## src/rtl/addseq_pkg.sv

```systemverilog
// Shared types and helpers for the wide add sequencer.
// Holds the FSM state encoding, slice width and index-width helper.
package addseq_pkg;

   localparam int SLICE_W = 16;

   typedef enum logic [1:0] {
      IDLE = 2'd0,
      RUN  = 2'd1,
      DONE = 2'd2
   } state_t;

   function automatic int idx_w(input int n);
      return (n <= 2) ? 1 : $clog2(n);
   endfunction

endpackage

```

## src/rtl/wide_add_sequencer_add16_slice.sv

```systemverilog
// add16_slice: combinational 16-bit carry-select adder.
// Ports: a, b, cin -> sum, cout. Four 4-bit blocks, each select-muxed.
module add16_slice
   import addseq_pkg::*;
(
   input  logic [SLICE_W-1:0] a,
   input  logic [SLICE_W-1:0] b,
   input  logic               cin,
   output logic [SLICE_W-1:0] sum,
   output logic               cout
);

   always_comb begin
      logic       c;
      logic [4:0] r0;
      logic [4:0] r1;
      sum = '0;
      c   = cin;
      for (int i = 0; i < 4; i++) begin
         // both carry hypotheses per block; the incoming carry picks one
         r0 = {1'b0, a[4*i +: 4]} + {1'b0, b[4*i +: 4]};
         r1 = {1'b0, a[4*i +: 4]} + {1'b0, b[4*i +: 4]} + 5'd1;
         sum[4*i +: 4] = c ? r1[3:0] : r0[3:0];
         c = c ? r1[4] : r0[4];
      end
      cout = c;
   end

endmodule

```

## src/rtl/wide_add_sequencer.sv

```systemverilog
// Wide adder that reuses one 16-bit slice, one slice per clock, LSB first.
// Ports: clk, rst_n, in_* operand handshake, out_* result handshake, busy.
// Define ADDSEQ_SUB_EN to add the in_sub port (A + ~B + 1).
module wide_add_sequencer
   import addseq_pkg::*;
#(
   parameter int NUM_SLICES = 4
) (
   input  logic                          clk,
   input  logic                          rst_n,
   input  logic                          in_valid,
   output logic                          in_ready,
   input  logic [SLICE_W*NUM_SLICES-1:0] in_a,
   input  logic [SLICE_W*NUM_SLICES-1:0] in_b,
   input  logic                          in_cin,
`ifdef ADDSEQ_SUB_EN
   input  logic                          in_sub,
`endif
   output logic                          out_valid,
   input  logic                          out_ready,
   output logic [SLICE_W*NUM_SLICES-1:0] out_sum,
   output logic                          out_cout,
   output logic                          busy
);

   localparam int W  = SLICE_W * NUM_SLICES;
   localparam int IW = idx_w(NUM_SLICES);
   localparam logic [IW-1:0] LAST = IW'(NUM_SLICES - 1);

   state_t             st;
   logic [W-1:0]       a_q;
   logic [W-1:0]       b_q;
   logic [W-1:0]       sum_q;
   logic               cy_q;
   logic               cout_q;
   logic [IW-1:0]      idx;
   logic [SLICE_W-1:0] sa;
   logic [SLICE_W-1:0] sb;
   logic [SLICE_W-1:0] ss;
   logic               sc;
   logic               sub;

`ifdef ADDSEQ_SUB_EN
   assign sub = in_sub;
`else
   assign sub = 1'b0;
`endif

   assign sa = a_q[idx*SLICE_W +: SLICE_W];
   assign sb = b_q[idx*SLICE_W +: SLICE_W];

   add16_slice u_slice (
      .a    (sa),
      .b    (sb),
      .cin  (cy_q),
      .sum  (ss),
      .cout (sc)
   );

   always_ff @(posedge clk or negedge rst_n) begin
      if (!rst_n) begin
         st     <= IDLE;
         a_q    <= '0;
         b_q    <= '0;
         sum_q  <= '0;
         cy_q   <= 1'b0;
         cout_q <= 1'b0;
         idx    <= '0;
      end else begin
         unique case (st)
            IDLE: begin
               if (in_valid) begin
                  a_q    <= in_a;
                  b_q    <= sub ? ~in_b : in_b;
                  cy_q   <= sub | in_cin;
                  sum_q  <= '0;
                  cout_q <= 1'b0;
                  idx    <= '0;
                  st     <= RUN;
               end
            end
            RUN: begin
               sum_q[idx*SLICE_W +: SLICE_W] <= ss;
               cy_q <= sc;
               idx  <= idx + 1'b1;
               if (idx == LAST) begin
                  cout_q <= sc;
                  st     <= DONE;
               end
            end
            DONE: begin
               if (out_ready) st <= IDLE;
            end
            default: st <= IDLE;
         endcase
      end
   end

   // in_ready gated by rst_n so it reads 0 while reset is held
   assign in_ready  = (st == IDLE) & rst_n;
   assign out_valid = (st == DONE);
   assign busy      = (st == RUN) | (st == DONE);
   assign out_sum   = sum_q;
   assign out_cout  = cout_q;

endmodule
```

## config.mk

```make
export PLATFORM = sky130hd
export DESIGN_NAME = wide_add_sequencer
export DESIGN_NICKNAME = d
export VERILOG_FILES = /design/src/rtl/addseq_pkg.sv /design/src/rtl/wide_add_sequencer_add16_slice.sv /design/src/rtl/wide_add_sequencer.sv
export SDC_FILE = /design/constraint.sdc
export NUM_CORES = 1
export LEC_CHECK = 0
export CAP_MARGIN = 40
export CELL_PAD_IN_SITES_DETAIL_PLACEMENT = 0
export CELL_PAD_IN_SITES_GLOBAL_PLACEMENT = 1
export CORE_UTILIZATION = 27
export DETAILED_ROUTE_END_ITERATION = 16
export MAX_ROUTING_LAYER = met4
export PLACE_DENSITY_LB_ADDON = 0.3
export SYNTH_ARGS = -nofsm -noshare
export SYNTH_HDL_FRONTEND = slang
export SYNTH_HIERARCHICAL = 1
export SYNTH_SLANG_ARGS = --single-unit
export TNS_END_PERCENT = 10
```

## constraint.sdc

```tcl
create_clock -name clk -period 4.9 [get_ports clk]
set_input_delay 0.98 -clock clk [delete_from_list [all_inputs] [get_ports clk]]
set_output_delay 0.98 -clock clk [all_outputs]
set_load 0.01 [all_outputs]
```

# Yosys cells after proc, flatten, opt, wreduce, memory -nomap -nowiden
# Cells that the tools add are included.
classes:
  add_sub_neg: 10
  mul: 0
  div_mod_pow: 0
  n_lt_le_gt_ge: 0
  n_eq_ne: 6
  shifts: 4
  n_mux: 22
  bitwise: 2
  reduce_logical: 6
op_table:
  columns: ["operator", "n"]
  rows:
  - ["case mux 64 bit (2 select lines)", 1]
  - ["indexed part select 64 x 7 -> 16 bit", 2]
  - ["bitwise mux 64 bit", 1]
  - ["2-to-1 mux 64 bit", 1]
  - ["variable shift 16 x 34 -> 64 bit (first input constant)", 1]
  - ["indexed part select 16 x 34 -> 64 bit", 1]
  - ["negator 6 -> 34 bit", 1]
  - ["adder 4 x 4 -> 5 bit", 4]
  - ["adder 5 x 1 -> 5 bit (second input constant)", 4]
  - ["2-to-1 mux 4 bit", 4]
  - ["2-to-1 mux 2 bit", 4]
  - ["2-to-1 mux 1 bit", 7]
  - ["case mux 2 bit (3 select lines)", 1]
  - ["AND reduction 3 bit", 2]
  - ["== test 2 bit (second input constant)", 2]
  - ["!= test 2 bit (second input constant)", 2]
  - ["case mux 1 bit (2 select lines)", 2]
  - ["case mux 2 bit (2 select lines)", 1]
  - ["AND reduction 2 bit", 2]
  - ["adder 2 x 1 -> 2 bit (second input constant)", 1]
  - ["== test 2 x 1 -> 1 bit (second input constant)", 1]
  - ["logical NOT 2 bit", 1]
  - ["!= test 2 x 1 -> 1 bit (second input constant)", 1]
  - ["nonzero test 2 bit", 1]
  - ["other kinds (2)", 2]
word_totals:
  regBits: 198
  latchBits: 0
  ram_bits: 0
  romBits: 0
  inputBits: 133
  out_inout_bits: 68
  memories: 0

# Longest topological paths before layout
# Gate-level depths: netlist (run 1).
logic_depth:
  ltp_word: 10
  ltp_mapped: 16

# Modules after synthesis
# Netlist (run 1), hierarchy kept.
modules_own_cells:
  columns: ["module", "instances", "cells_per_inst", "area_per_inst_um2"]
  rows:
  - ["wide_add_sequencer", 1, 615, 8698.3]
  - ["add16_slice", 1, 106, 944.7]

# Worst setup path before layout (run 1)
# No wires, ideal clock.
synth_path:
  path_type: "reg-to-reg"
  start: "register idx[0]"
  end: "register sum_q[63], in the netlist out_sum[63]"
  setup_time_ns: 0.101
  arrival_ns: 4.136
  required_time_ns: 4.799
  path_slack_ns: 0.663
  stages_incl_launch_ff: 17
  path_buffers: 2
  period_less_slack_ns: 4.237
  path_cell_list: "dfrtp_1 buf_2 buf_2 mux4_2 ha_1 fa_1 ha_1 a21oi_1 a2111oi_4 o32ai_1 o31ai_1 nand4b_1 xor2_2 nand4_1 xnor2_1 nand2_1 o32ai_1"
synth_between:
  elab_chain_len: 10
synth_rtl:
  columns: ["item", "line", "rtl"]
  rows:
  - ["start: declaration", "wide_add_sequencer.sv:36", "logic [IW-1:0] idx;"]
  - ["start signal: assignment", "wide_add_sequencer.sv:85", "idx <= idx + 1'b1;"]
  - ["indexed part select 64 x 7 -> 16 bit *", "wide_add_sequencer.sv:49", "assign sa = a_q[idx*SLICE_W +: SLICE_W];"]
  - ["via sa[0]", "wide_add_sequencer.sv:37", "logic [SLICE_W-1:0] sa;"]
  - ["adder 4 x 4 -> 5 bit *", "wide_add_sequencer_add16_slice.sv:21, wide_add_sequencer_add16_slice.sv:22", null]
  - ["adder 5 x 1 -> 5 bit", "wide_add_sequencer_add16_slice.sv:22", "r1 = {1'b0, a[4*i +: 4]} + {1'b0, b[4*i +: 4]} + 5'd1;"]
  - ["2-to-1 mux 1 bit * (3 in a row)", "wide_add_sequencer_add16_slice.sv:24", "c = c ? r1[4] : r0[4];"]
  - ["2-to-1 mux 4 bit *", "wide_add_sequencer_add16_slice.sv:23", "sum[4*i +: 4] = c ? r1[3:0] : r0[3:0];"]
  - ["via ss[15]", "wide_add_sequencer.sv:39", "logic [SLICE_W-1:0] ss;"]
  - ["indexed part select 16 x 34 -> 64 bit *", "wide_add_sequencer.sv:83", "sum_q[idx*SLICE_W +: SLICE_W] <= ss;"]
  - ["bitwise mux 64 bit *", "wide_add_sequencer.sv:83", null]
  - ["case mux 64 bit (2 select lines) *", "wide_add_sequencer.sv:70", "unique case (st)"]
  - ["end signal: indexed assignment", "wide_add_sequencer.sv:83", null]
  - ["end: declaration", "wide_add_sequencer.sv:33", "logic [W-1:0] sum_q;"]
# Mark *: on every way through the listed nets, which the timed path passes. The rest lies on a longest branch.
# A chain may end at the register's enable or synchronous reset.

# Final worst setup path (run 1)
layout_path:
  start: "register idx[0]"
  end: "register sum_q[63], in the netlist out_sum[63]"
layout_lines:
  columns: ["item", "line"]
  rows:
  - ["indexed part select 64 x 7 -> 16 bit *", "wide_add_sequencer.sv:49"]
  - ["via sa[4]", "wide_add_sequencer.sv:37"]
  - ["adder 4 x 4 -> 5 bit *", "wide_add_sequencer_add16_slice.sv:21, wide_add_sequencer_add16_slice.sv:22"]
  - ["adder 5 x 1 -> 5 bit", "wide_add_sequencer_add16_slice.sv:22"]
  - ["2-to-1 mux 1 bit * (2 in a row)", "wide_add_sequencer_add16_slice.sv:24"]
  - ["2-to-1 mux 4 bit *", "wide_add_sequencer_add16_slice.sv:23"]
  - ["via ss[15]", "wide_add_sequencer.sv:39"]
  - ["indexed part select 16 x 34 -> 64 bit *", "wide_add_sequencer.sv:83"]
  - ["bitwise mux 64 bit *", "wide_add_sequencer.sv:83"]
  - ["case mux 64 bit (2 select lines) *", "wide_add_sequencer.sv:70"]
# Marked as above.

==> results of run 1 <==
## stage by stage
stage          hold WS, ns  cells  cell area [sq um]  power [uW]  utilization
6_report            0.3708   1382              12790       10730       0.3665
5_1_grt             0.3442   1382              12790       11660       0.3665
4_1_cts             0.3458   1379              12780       10880       0.3663
3_5_place_dp        0.4740   1347              12180        9389       0.3491
3_3_place_gp        0.4745   1344              12120        9306       0.3475
2_1_floorplan       0.4739    721               9643        7405            -
## flip-flops by register name (all words and copies together), names as in the netlist
| register | flops |
|---|---|
| a_q | 64 |
| b_q | 64 |
| cy_q | 1 |
| idx | 2 |
| out_cout | 1 |
| out_sum | 64 |
| st | 2 |
## power by group through the flow
stage / Combinational [uW] / Sequential (uW) / Clock (uW)
after floorplan: 4880 / 2530 / 0
after global placement: 6650 / 2660 / 0
after detailed placement: 6720 / 2660 / 0
after CTS: 6750 / 2630 / 1500
after global routing: 7390 / 2710 / 1560
final: 6660 / 2620 / 1450
## layout make-up
class,count,share of cell area
clock buffer,17,0.03327
clock inverter,15,0.01370
antenna,3,0.0005871
multi-input combinational,438,0.3375
timing repair buffer,216,0.1710
tap,455,0.04452
inverter,40,0.01174
sequential,198,0.3877
## per-layer routing
| layer | GRT usage | vias up | share of wire |
|---|---|---|---|
| li1 | - | 3012 | - |
| met1 | 0.2111 | 3211 | 0.49 |
| met2 | 0.2186 | 167 | 0.44 |
| met3 | 0.03910 | 16 | 0.054 |
| met4 | 0.03354 | 0 | 0.0073 |
| met5 | - | - | 0 |
## cell families (layout without fill, tap and decap cells)
kind of cell             count (synthesis)  after routing  share of synthesized area
flip-flops                             198            198                     0.5138
multiplexers                           183            183                     0.2489
AND/OR/NAND/NOR                        119            119                    0.06319
buffers and inverters                   85            288                    0.04009
AO/OA/AOI/OAI                           82             82                    0.06825
adder cells (fa/ha/maj)                 33             33                    0.04593
XOR/XNOR                                21             21                    0.01985
other                                    0              3                          0
## worst register-to-register path, stage by stage (launching register included)
cell and delay [ns]:
dfrtp_2 0.58, buf_12 0.26, mux4_2 0.54, ha_1 0.26, fa_1 0.54, ha_1 0.19
or2b_2 0.30, o32a_2 0.22, o31ai_1 0.23, nand4b_1 0.17, xor2_2 0.28, nand4_1 0.15
xnor2_1 0.31, nand2_1 0.09, o32ai_1 0.23
## cell usage in the layout, fill, tap and decap left out, types with 17 or more instances in the layout
cell	count
o2bb2ai_1	32
o32ai_1	17
clkdlybuf4s50_1	199
mux4_2	32
mux2_2	134
inv_1	40
clkbuf_16	17
ha_1	29
nand3_1	36
mux2i_1	17
dfrtp_1	196
nand2_1	42
## path summary, 6_finish.rpt
check                             from          end  slack [ns]  cells after the start
setup / recovery                idx[0]  out_sum[63]        0.43                     14
hold / removal                   rst_n      b_q[58]        0.37                      1
setup reg to reg                idx[0]  out_sum[63]        0.43                     14
hold reg to reg            out_sum[44]  out_sum[44]        0.49                      1
max in group asynchronous        rst_n       idx[1]        2.83                      4
min in group clk           out_sum[44]  out_sum[44]        0.49                      1
==> impl_metrics.json, run 1 <==
{
  "pre_cts_ws_ns": 0.3710,
  "cts_buffers": 17,
  "htreeDepth": 4,
  "num-fill-cells": 3443,
  "worst_pin_slew_ns": 0.8002,
  "cp-start-kind": "flop",
  "place_hpwl_um": 19100,
  "slowest_delay_ns": 0.58,
  "timing.final.crit_share": 0.9127,
  "coreArea_sq_um": 34880,
  "power_frac_comb": 0.621,
  "ir_drop_uv": 426.7,
  "drive_gt1_frac": 0.2511,
  "crit_fanout": 20,
  "drc_errors": 0,
  "clkPwrFrac": 0.135,
  "hp-class": "in2async",
  "multi_input_area_sq_um": 4315,
  "grt_util_all_layers": 0.1513,
  "vias_per_cell": 4.635,
  "routed_wl_um": 25560,
  "rsz0062_at_grt": "no",
  "power_frac_seq": 0.245,
  "cts_hold_buf": 0,
  "cts_resized": 0,
  "gp_congestion": 0.7323,
  "synth_top_cell_by_area": "dfrtp_1",
  "max_freq_mhz": 223.6,
  "fin_tns_setup_ns": 0,
  "yosys_warnings": 6,
  "status": "finished, final reports clean",
  "synth_common_cells": "dfrtp_1 (198), mux2_2 (134), nand2_1 (43)",
  "crit_type": "reg2reg",
  "cp_top_family": "adder cells",
  "crit_arrival_ns": 4.81,
  "final_max_slew_viol_count": 0,
  "async_flop_share": 1.000,
  "grt_max_degree": 61,
  "cts_tree": "built",
  "fin_ws_ns": 0.4277,
  "skew_ns": 0.01605,
  "drt_iter0_drc": 310,
  "io_pins": 201,
  "ys_types": 51,
  "p_per_area_nw_per_um2": 839.4,
  "period_minus_slack_ns": 4.472,
  "synth_edf_count": 0,
  "io_buffers": 200,
  "die_area_sq_um": 36480,
  "die_h_um": 191.0,
  "maxSlewHeadroom": 0.4665,
  "p_switching_uw": 4826,
  "syn_inst": 721,
  "seq_area_sq_um": 4957,
  "cpMostUsedCell": "ha_1",
  "antenna_found_initial": 3,
  "detail_route.wl_per_cell_um": 18.50,
  "crit_path_end_kind": "flop",
  "post_cts_buffers": 0,
  "path_cells": "buf_12, mux4_2, ha_1, fa_1, ha_1, or2b_2, o32a_2, o31ai_1, nand4b_1, xor2_2, nand4_1, xnor2_1, nand2_1, o32ai_1",
  "clk_latency_ns": 0.45,
  "ys_seq_area_frac": 0.5138,
  "root_buffer": "clkbuf_16",
  "synthToLayoutAreaGrowth_pct": 32.59,
  "synth_nets": 887,
  "ant_nets": 0,
  "grt_pass1_wl_um": 39800,
  "swShare": 0.4497,
  "fp-row-count": 68,
  "dr_total_vias": 6406,
  "first_pass_iters": 4,
  "fin_nets": 1077,
  "worst-path-buf-inv": 1,
  "ys_seq_elements": 198,
  "cts_sinks": 198,
  "start_util": 0.2764,
  "synth_most_common_cell": "dfrtp_1",
  "ys.flop_type": "dfrtp_1",
  "yosys.area.top_type_share": 0.5138,
  "setup_viol": 0,
  "clk_pin_slew_worst_paths_ns": 0.09,
  "p_leak_uw": 0.005162,
  "grt_pass1_vias": 6712,
  "cts_buffer_depth": 2,
  "syn_area_sq_um": 9643,
  "die_w_um": 191.0,
  "grt-ovfl-total": 0,
  "avgSynthCellArea_sq_um": 13.37,
  "worstPathRequired_ns": 5.24,
  "hold_viol": 0,
  "max-cap-violations": 0,
  "ys_top_cells_by_area": "dfrtp_1 (51%), mux2_2 (16%), mux4_2 (7.5%), ha_1 (3.8%), o2bb2ai_1 (2.9%)",
  "intPower_uw": 5906,
  "worst_path_max_delay_cell": "dfrtp_2"
}
(Power assumes the default switching activity.)
==> inputs of run 2 (changes only) <==
Settings changed: DONT_BUFFER_PORTS set to 1, GPL_TIMING_DRIVEN set to 0.
==> impl_metrics.json, run 2 (same netlist as run 1, synthesis figures left out) <==
{
  "period_minus_slack_ns": 4.590,
  "cp-start-kind": "flop",
  "drt_iter0_drc": 213,
  "die_h_um": 191.0,
  "die_area_sq_um": 36480,
  "hp-class": "in2async",
  "crit_type": "reg2reg",
  "cts_tree": "built",
  "max-cap-violations": 0,
  "skew_ns": 0.01312,
  "fin_ws_ns": 0.3099,
  "rsz0062_at_grt": "no",
  "routed_wl_um": 27530,
  "io_pins": 201,
  "crit_arrival_ns": 4.94,
  "vias_per_cell": 4.813,
  "drc_errors": 0,
  "place_hpwl_um": 20210,
  "maxSlewHeadroom": 0.5186,
  "cts_buffers": 17,
  "crit_path_end_kind": "flop",
  "cts_hold_buf": 0,
  "status": "finished, final reports clean",
  "grt_util_all_layers": 0.1607,
  "worst_pin_slew_ns": 0.7170,
  "crit_fanout": 10,
  "synthToLayoutAreaGrowth_pct": 13.70,
  "start_util": 0.2764,
  "grt_max_degree": 200,
  "detail_route.wl_per_cell_um": 22.48,
  "drive_gt1_frac": 0.3395,
  "setup_viol": 0,
  "dr_total_vias": 5896,
  "fp-row-count": 68,
  "fin_nets": 911,
  "layout_common_cells": "dfrtp_1 (198), mux2_2 (134), nand2_1 (43)",
  "num-fill-cells": 3540,
  "die_w_um": 191.0,
  "timing.final.crit_share": 0.9368,
  "grt_pass1_wl_um": 41310,
  "antenna_found_initial": 13,
  "coreArea_sq_um": 34880,
  "clk_latency_ns": 0.45,
  "root_buffer": "clkbuf_16",
  "final_common_cell": "dfrtp_1",
  "cts_buffer_depth": 2,
  "max_freq_mhz": 217.9,
  "final_max_slew_viol_count": 0,
  "gp_congestion": 0.7781,
  "cts_sinks": 198,
  "first_pass_iters": 4,
  "grt_pass1_vias": 6403,
  "clk_pin_slew_worst_paths_ns": 0.08,
  "grt-ovfl-total": 0,
  "pre_cts_ws_ns": -0.8147,
  "hold_viol": 0,
  "worstPathRequired_ns": 5.25,
  "htreeDepth": 4,
  "ant_nets": 0,
  "io_buffers": 0
}
-- run 2: through the flow --
step                area (sq um)  hold WS (ns)  std cells    util  TNS, ns
floorplan                   9643        0.4739        721       -        0
global placement           10210        0.4839       1176  0.2928   -17.08
detailed placement         10220        0.4878       1177  0.2931   -21.39
CTS                        10870        0.1875       1211  0.3115        0
global route               10960        0.1800       1225  0.3143        0
finish                     10960        0.2230       1225  0.3143        0
-- run 2: final timing paths --
| check | cells past startpoint | slack, ns | end | from |
|---|---|---|---|---|
| min in group clk | 1 | 0.50 | a_q[47] | a_q[47] |
| max | 17 | 0.31 | out_sum[63] | idx[0] |
| max reg2reg | 17 | 0.31 | out_sum[63] | idx[0] |
| max in group asynchronous | 0 | 4.41 | out_sum[48] | rst_n |
| min reg2reg | 1 | 0.50 | a_q[47] | a_q[47] |
| min | 0 | 0.22 | a_q[42] | rst_n |
-- run 2: timing repair --
action,4_1_cts,5_1_grt
pin swaps,2,9
endpoints found under the setup margin,43,31
gates resized for setup,18,14
setup buffers,3,1
-- run 2: worst max-delay path, stage by stage, from the launching register on --
cell and delay (ns):
dfrtp_1 0.41, buf_8 0.19, buf_12 0.18, mux4_2 0.53, ha_1 0.27, fa_1 0.54, ha_1 0.21, a21oi_1 0.12
a2111oi_4 0.27, o32ai_4 0.19, nor4_2 0.32, nand4b_1 0.20, xor2_2 0.25, nand4_1 0.20, xnor2_2 0.18, buf_4 0.15
nand2_1 0.05, o32ai_1 0.21
-- run 2: cell type report --
type / count / area, sq um / area share
sequential: 198 / 4955 / 0.4519
multi-input combinational: 438 / 4388 / 0.4002
tap: 455 / 569.3 / 0.05192
clock buffer: 18 / 429.2 / 0.03914
buffer: 45 / 285.3 / 0.02602
inverter: 40 / 150.1 / 0.01369
clock inverter: 13 / 113.9 / 0.01038
timing repair buffer: 5 / 41.29 / 0.003766
antenna: 13 / 32.53 / 0.002967
-- run 2: layer usage --
layer,part of all wire,vias to the layer above,track usage
met5,0,-,-
met4,0.010,0,0.04338
met3,0.084,14,0.06297
met2,0.45,175,0.2375
met1,0.45,3013,0.2028
li1,-,2694,-
Power of run 2 is left out: the tool's default activity adds up to more than one toggle a clock period on the data nets, which glitch-free logic cannot reach.
==> inputs of run 3 (changes only) <==
Settings changed: CAP_MARGIN 40 to 20, CTS_CLUSTER_SIZE set to 8.
==> impl_metrics.json, run 3 (same netlist as run 1, synthesis figures left out) <==
{
  "status": "finished, final reports clean",
  "worst_pin_slew_ns": 0.8832,
  "vias_per_cell": 4.838,
  "dr_total_vias": 5932,
  "grt_pass1_wl_um": 41510,
  "cp-start-kind": "flop",
  "crit_arrival_ns": 4.94,
  "grt_pass1_vias": 6343,
  "cts_buffers": 17,
  "max-cap-violations": 0,
  "crit_type": "reg2reg",
  "final_common_cell": "dfrtp_1",
  "grt-ovfl-total": 0,
  "grt_util_all_layers": 0.1613,
  "cts_tree": "built",
  "layout_common_cells": "dfrtp_1 (198), mux2_2 (134), nand2_1 (43)",
  "crit_path_end_kind": "flop",
  "crit_fanout": 10,
  "die_area_sq_um": 36480,
  "clk_pin_slew_worst_paths_ns": 0.09,
  "hold_viol": 0,
  "routed_wl_um": 27390,
  "io_pins": 201,
  "cp-startpoint": "idx[0]",
  "coreArea_sq_um": 34880,
  "grt_util_met1": 0.2058,
  "hp-class": "in2async",
  "die_h_um": 191.0,
  "maxSlewHeadroom": 0.4112,
  "fin_nets": 910,
  "final_max_slew_viol_count": 0,
  "whs_ns": 0.2113,
  "fp-row-count": 68,
  "synthToLayoutAreaGrowth_pct": 14.65,
  "timing.final.crit_share": 0.9377,
  "htreeDepth": 4,
  "placed_cells": 1176,
  "met3_usage": 0.06370,
  "drive_gt1_frac": 0.3408,
  "gr-max-usage-layer": "met2",
  "first_pass_iters": 4,
  "period_minus_slack_ns": 4.595,
  "crit_end": "cy_q",
  "die_w_um": 191.0,
  "start_util": 0.2764,
  "max_freq_mhz": 217.6,
  "root_buffer": "clkbuf_16",
  "place_hpwl_um": 20100,
  "gp_congestion": 0.7781,
  "detail_route.wl_per_cell_um": 22.34,
  "drt_iter0_drc": 214,
  "rr_endpoint": "cy_q",
  "clk_latency_ns": 0.46,
  "finalNonFillerCells": 1226,
  "grt_max_degree": 200,
  "ant_nets": 0,
  "drc_errors": 0,
  "worstPathRequired_ns": 5.24,
  "cts_hold_buf": 0,
  "antenna_found_initial": 14,
  "regToRegSetupSlack_ns": 0.31,
  "r2r_cells": 16,
  "grt_use_met2": 0.2349,
  "io_buffers": 0,
  "reg2reg_from": "idx[0]",
  "cts_buffer_depth": 2,
  "fin_tns_setup_ns": 0,
  "setup_viol": 0,
  "skew_ns": 0.01290,
  "cts_sinks": 198
}
run 3: cell types whose count changed in the layout (fill, tap and decap cells not counted), sizes merged:
cell and delta:
clkinv -1, bufinv +2, clkbuf -1, diode +1
run 3: cell type report:
| class | count | area [sq um] |
|---|---|---|
| antenna | 14 | 35.03 |
| inverter | 40 | 150.1 |
| tap | 455 | 569.3 |
| timing repair buffer | 4 | 30.03 |
| fill | 3538 | 23830 |
| multi-input combinational | 438 | 4388 |
| sequential | 198 | 4955 |
| buffer | 45 | 285.3 |
| clock inverter | 14 | 203.9 |
| clock buffer | 18 | 439.2 |
run 3: what timing repair did:
item                                    CTS  global route
gates resized for setup                  17            17
endpoints found under the setup margin   43            26
pin swaps                                 2             5
buffers inserted                          3             1
run 3: worst min path at each step:
stage	startpoint	to	slack, ns
after floorplan	a_q[40]	a_q[40]	0.47
after global placement	a_q[47]	a_q[47]	0.48
after detailed placement	b_q[33]	b_q[33]	0.49
after CTS	rst_n	b_q[42]	0.18
after global routing	rst_n	a_q[56]	0.18
final	rst_n	a_q[44]	0.21
run 3: metrics by stage:
step / setup WS (ns) / util / area [sq um]
3_5_place_dp: -0.8275 / 0.2928 / 10210
6_report: 0.3052 / 0.3169 / 11060
3_3_place_gp: -0.6907 / 0.2928 / 10210
5_1_grt: -0.03278 / 0.3169 / 11060
2_1_floorplan: 0.6631 / - / 9643
4_1_cts: 0.02065 / 0.3141 / 10960
run 3: metal layers:
layer | vias up | routed length (um)
met2 | 189 | 12140
met3 | 20 | 2356
met4 | 0 | 334
li1 | 2696 | -
met1 | 3027 | 12560
met5 | - | 0
run 3: critical path, cell delays in order (launching register included):
cell,delay (ns)
dfrtp_1,0.41
buf_8,0.19
buf_12,0.18
mux4_2,0.56
ha_1,0.27
fa_1,0.54
ha_1,0.21
or2b_2,0.30
o32a_2,0.22
o31ai_2,0.30
nand4b_1,0.19
xor2_2,0.27
nand4_1,0.19
xor2_2,0.22
buf_4,0.17
nor3_1,0.17
a211oi_1,0.07
Power of run 3 is left out for the same reason.
